<file path="src/rtl/register_file.sv">
// -----------------------------------------------------------------------------
// register_file
//
// Multi-entry register file between the writeback stage and operand fetch.
// Holds 2**k words of n bits, one synchronous write port and two combinational
// read ports. A shadow bank gives single-cycle checkpoint (save) and rollback
// (restore); save together with restore swaps the two banks.
//
// Parameters
//   n         word width in bits
//   k         address width, depth = 2**k
//   ZERO_REG  1: entry 0 is hardwired to zero (reads, writes, save, restore)
//   BYPASS    1: a read of the address being written returns write_data
//
// Ports
//   clock           in   rising-edge clock
//   reset           in   asynchronous, active-high; zeroes main and shadow
//   write_enable    in   write write_data to write_address at the next edge
//   write_address   in   [k-1:0] write target
//   write_data      in   [n-1:0] write value
//   read_address_a  in   [k-1:0] port A address
//   read_data_a     out  [n-1:0] port A data, combinational
//   read_address_b  in   [k-1:0] port B address
//   read_data_b     out  [n-1:0] port B data, combinational
//   clear           in   synchronous clear of the main bank only
//   save            in   copy main bank into shadow bank
//   restore         in   copy shadow bank into main bank
// -----------------------------------------------------------------------------
module register_file #(
  parameter int n        = 8,
  parameter int k        = 3,
  parameter bit ZERO_REG = 1'b1,
  parameter bit BYPASS   = 1'b1
) (
  input  logic         clock,
  input  logic         reset,
  input  logic         write_enable,
  input  logic [k-1:0] write_address,
  input  logic [n-1:0] write_data,
  input  logic [k-1:0] read_address_a,
  output logic [n-1:0] read_data_a,
  input  logic [k-1:0] read_address_b,
  output logic [n-1:0] read_data_b,
  input  logic         clear,
  input  logic         save,
  input  logic         restore
);

  localparam int DEPTH = 2 ** k;

  logic [n-1:0] r_main   [DEPTH];
  logic [n-1:0] r_shadow [DEPTH];

  logic w_write_ok;
  logic w_bypass_ok;
  logic w_zero_a;
  logic w_zero_b;
  logic w_hit_a;
  logic w_hit_b;

  // A write to the hardwired zero entry is discarded here, so entry 0 of the
  // main bank never leaves 0 and the shadow copy of it stays 0 as well.
  assign w_write_ok = write_enable && !(ZERO_REG && (write_address == '0));

  // Bypass only forwards writes that will actually land at the next edge:
  // clear and restore drop the write, and reset overrides everything.
  assign w_bypass_ok = BYPASS && write_enable && !clear && !restore && !reset;

  assign w_zero_a = ZERO_REG && (read_address_a == '0);
  assign w_zero_b = ZERO_REG && (read_address_b == '0);
  assign w_hit_a  = w_bypass_ok && (read_address_a == write_address);
  assign w_hit_b  = w_bypass_ok && (read_address_b == write_address);

  // Main and shadow banks share one process so that save captures the
  // pre-edge main values even when clear, restore or a write happen in the
  // same cycle (non-blocking reads of r_main see the old contents).
  always_ff @(posedge clock or posedge reset) begin
    if (reset) begin
      for (int i = 0; i < DEPTH; i++) begin
        r_main[i]   <= '0;
        r_shadow[i] <= '0;
      end
    end else begin
      if (clear) begin
        for (int i = 0; i < DEPTH; i++) begin
          r_main[i] <= '0;
        end
      end else if (restore) begin
        for (int i = 0; i < DEPTH; i++) begin
          if (ZERO_REG && (i == 0)) begin
            r_main[i] <= '0;
          end else begin
            r_main[i] <= r_shadow[i];
          end
        end
      end else if (w_write_ok) begin
        r_main[write_address] <= write_data;
      end

      if (save) begin
        for (int i = 0; i < DEPTH; i++) begin
          if (ZERO_REG && (i == 0)) begin
            r_shadow[i] <= '0;
          end else begin
            r_shadow[i] <= r_main[i];
          end
        end
      end
    end
  end

  // Read precedence: reset and the zero entry force 0, then bypass, then the
  // stored word. The storage is already 0 during reset; gating on reset
  // keeps bypass from leaking write_data while reset is held.
  always_comb begin
    read_data_a = r_main[read_address_a];
    if (w_hit_a) begin
      read_data_a = write_data;
    end
    if (reset || w_zero_a) begin
      read_data_a = '0;
    end
  end

  always_comb begin
    read_data_b = r_main[read_address_b];
    if (w_hit_b) begin
      read_data_b = write_data;
    end
    if (reset || w_zero_b) begin
      read_data_b = '0;
    end
  end

endmodule
</file>
<file path="config.mk">
export PLATFORM = sky130hd
export DESIGN_NAME = register_file
export DESIGN_NICKNAME = d
export VERILOG_FILES = /design/src/rtl/register_file.sv
export SDC_FILE = /design/constraint.sdc
export NUM_CORES = 1
export LEC_CHECK = 0
export CORE_MARGIN = 2
export CORE_UTILIZATION = 60
export CTS_CLUSTER_SIZE = 16
export DETAILED_ROUTE_END_ITERATION = 12
export DONT_BUFFER_PORTS = 1
export PLACE_DENSITY = 0.82
export SKIP_CTS_REPAIR_TIMING = 1
export SLEW_MARGIN = 5
export SYNTH_ARGS = -nofsm -noshare
export SYNTH_HDL_FRONTEND = slang
export SYNTH_SLANG_ARGS = --single-unit
</file>
<file path="constraint.sdc">
create_clock -name clock -period 6.9 [get_ports clock]
set_input_delay 1.38 -clock clock [delete_from_list [all_inputs] [get_ports clock]]
set_output_delay 1.38 -clock clock [all_outputs]
set_load 0.02 [all_outputs]
</file>
==> results_dict.tcl <==
set metrics [dict create \
    outcome "completed" \
    synthFlopType "dfrtp_1" \
    ir_drop_v 0.000171 \
    dieHeight_microns 109 \
    slew_violations 0 \
    clk_pin_slew_ns 0.06 \
    synth_cells 532 \
    cts_max_level 4 \
    ys.warnings.count 0 \
    syn_area_sq_mm 0.00664 \
    ys_seq_area_frac 0.452 \
    powerDensity_mw_per_mm2 251 \
    clk_latency_ns 0.52 \
    power.total_mw 1.80 \
    area_growth_pct 7.50 \
    power_leakage_nw 3.04 \
    yosysUniqueCellTypes 31 \
    grt_pass1_wl_mm 26.3 \
    fin_crit_ns 4.30 \
    power.internal_mw 1.41 \
    cts_buffer_depth 2 \
    num_vias 4608 \
    final_cell_mix "dfrtp_1 (120), nand2_1 (57), mux2_2 (56), a22oi_1 (56), o21ai_2 (56)" \
    clkPwrFrac 0.529 \
    cp_max_fo 16 \
    seqPwrFrac 0.406 \
    whs_ns 0.506 \
    comb_power_share 0.064 \
    clock-sinks 120 \
    endpoint_kind "output port" \
    worstPathRequired_ns 5.52 \
    fin_tns_setup_ns 0 \
    rsz0062_at_grt "no" \
    max_slew.worst_pin.slew_ns 1.20 \
    synth_seq_cells 120 \
    avgRoutedWirePerCell_microns 26.4 \
    maxCapViolCount 0 \
    numPortBuffers 0 \
    cts_buffers 17 \
    first_pass_iters 6 \
    met3_usage 0.111 \
    routabilityCongestion 0.828 \
    antenna_found_initial 0 \
    maxSlewHeadroom 0.198 \
    cts_tree "done" \
    grt_use_total 0.309 \
    dp_hpwl_mm 11.2 \
    dieArea_sq_mm 0.0119 \
    grtUsageMet1 0.422 \
    synthArstFlopShare 1.00 \
    final_common_cell "dfrtp_1" \
    critPathKind "in -> out" \
    cts_root_buf "clkbuf_8" \
    drt-vias-per-instance 7.08 \
    report.final.setup_viol 0 \
    drive_gt1_frac 0.372 \
    drtIter0Drc 704 \
    num_antenna_cells 0 \
    die_w_microns 109 \
    post-route-period-util 0.623 \
    fin_nets 523 \
    ant_nets 0 \
    finalHoldViolations 0 \
    grt_max_degree 68 \
    switching_share 0.215 \
    fin_worst_skew_ns 0.00910 \
    synthesis.nets 555 \
    use_met2 0.442 \
    grt_overflow 0 \
    hold_class "reg -> reg" \
    synth_edf_count 0 \
    grt_pass1_vias 4714 \
    start_util 0.613 \
    cp-start-kind "primary input" \
    crit_arrival_ns 2.92 \
    core_area_sq_mm 0.0108 \
    grt_busiest_layer "met2" \
    io-pin-count 39 \
    drc_errors 0 \
    netSwitchingPower_mw 0.387 \
    wirelength_mm 17.2 \
    synth_area_per_cell_sq_um 12.5 \
    fmax_ghz 0.233 \
    rows 38 \
]
==> registers in the layout, indices dropped and copies added, names as in the netlist <==
| register | count |
|---|---|
| r_main | 64 |
| r_shadow | 56 |
==> final cells by class <==
class	count	area [sq um]
clock inverter	8	169
tap	140	175
timing repair buffer	1	7.51
multi-input combinational	359	3320
inverter	1	6.26
clock buffer	22	463
sequential	120	3000
fill	766	3700
==> metal layers <==
metal  vias up  wire [microns]  share of wire
li1       1916               -              -
met2       290            7680           0.45
met4         0             738          0.043
met1      2352            6740           0.39
met3        50            2000           0.12
met5         -               0              0
==> cell families (layout without fill, tap and decap cells) <==
logic type / Yosys count / after routing / synth area share
buffers and inverters: 53 / 32 / 0.0486
DFF: 120 / 120 / 0.452
AOI/OAI and AO/OA: 137 / 137 / 0.182
muxes: 104 / 104 / 0.227
xor gates and xnor gates: 6 / 6 / 0.00791
and+or+nand+nor: 112 / 112 / 0.0825
==> cell usage after synthesis (8+ instances only) <==
cell        n  area [sq um]
dfrtp_1   120          3000
nand2_1    57           214
a22oi_1    56           420
mux2_2     56           631
o21ai_2    56           490
mux4_2     32           721
nor2_1     19          71.3
mux2i_1    16           160
a211oi_1   15           113
buf_2      14          70.1
clkbuf_1   14          52.6
buf_6      10           113
nor2b_1    10          62.6
and2_1      9          56.3
or2_1       8          50.1
==> power by group through the flow <==
| stage | sequential (mW) | combinational (mW) | clock [mW] |
|---|---|---|---|
| finish | 0.730 | 0.115 | 0.951 |
| global route | 0.731 | 0.123 | 0.987 |
| CTS | 0.729 | 0.115 | 0.953 |
| detailed placement | 0.741 | 0.113 | 0 |
| global placement | 0.739 | 0.110 | 0 |
| floorplan | 0.736 | 0.126 | 0 |
==> per-stage QoR <==
stage,cells,instance area (sq um),utilization,setup WS [ns]
5_1_grt,651,7140,0.659,2.41
4_1_cts,651,7140,0.659,2.61
2_1_floorplan,532,6640,-,0.364
6_report,651,7140,0.659,2.60
3_5_place_dp,621,6510,0.601,2.61
3_3_place_gp,621,6510,0.601,2.67
==> critical path: stages <==
cell,delay (ns)
nor4b_4,0.41
nand4_2,0.39
a211oi_1,0.73
==> path summary, 6_finish.rpt <==
path,slack [ns],cells past startpoint,end,start
setup / recovery,2.60,3,read_data_b[6],reset
hold / removal,0.51,1,r_shadow[15]$_DFFE_PP0P_,r_shadow[15]$_DFFE_PP0P_
setup reg to reg,6.03,2,r_main[24]$_DFFE_PP0P_,r_shadow[24]$_DFFE_PP0P_
max in group asynchronous,4.77,2,r_shadow[3]$_DFFE_PP0P_,reset
min in group asynchronous,0.85,1,r_shadow[43]$_DFFE_PP0P_,reset
hold reg to reg,0.51,1,r_shadow[15]$_DFFE_PP0P_,r_shadow[15]$_DFFE_PP0P_
Note: power is estimated with default switching activity, not from simulation.
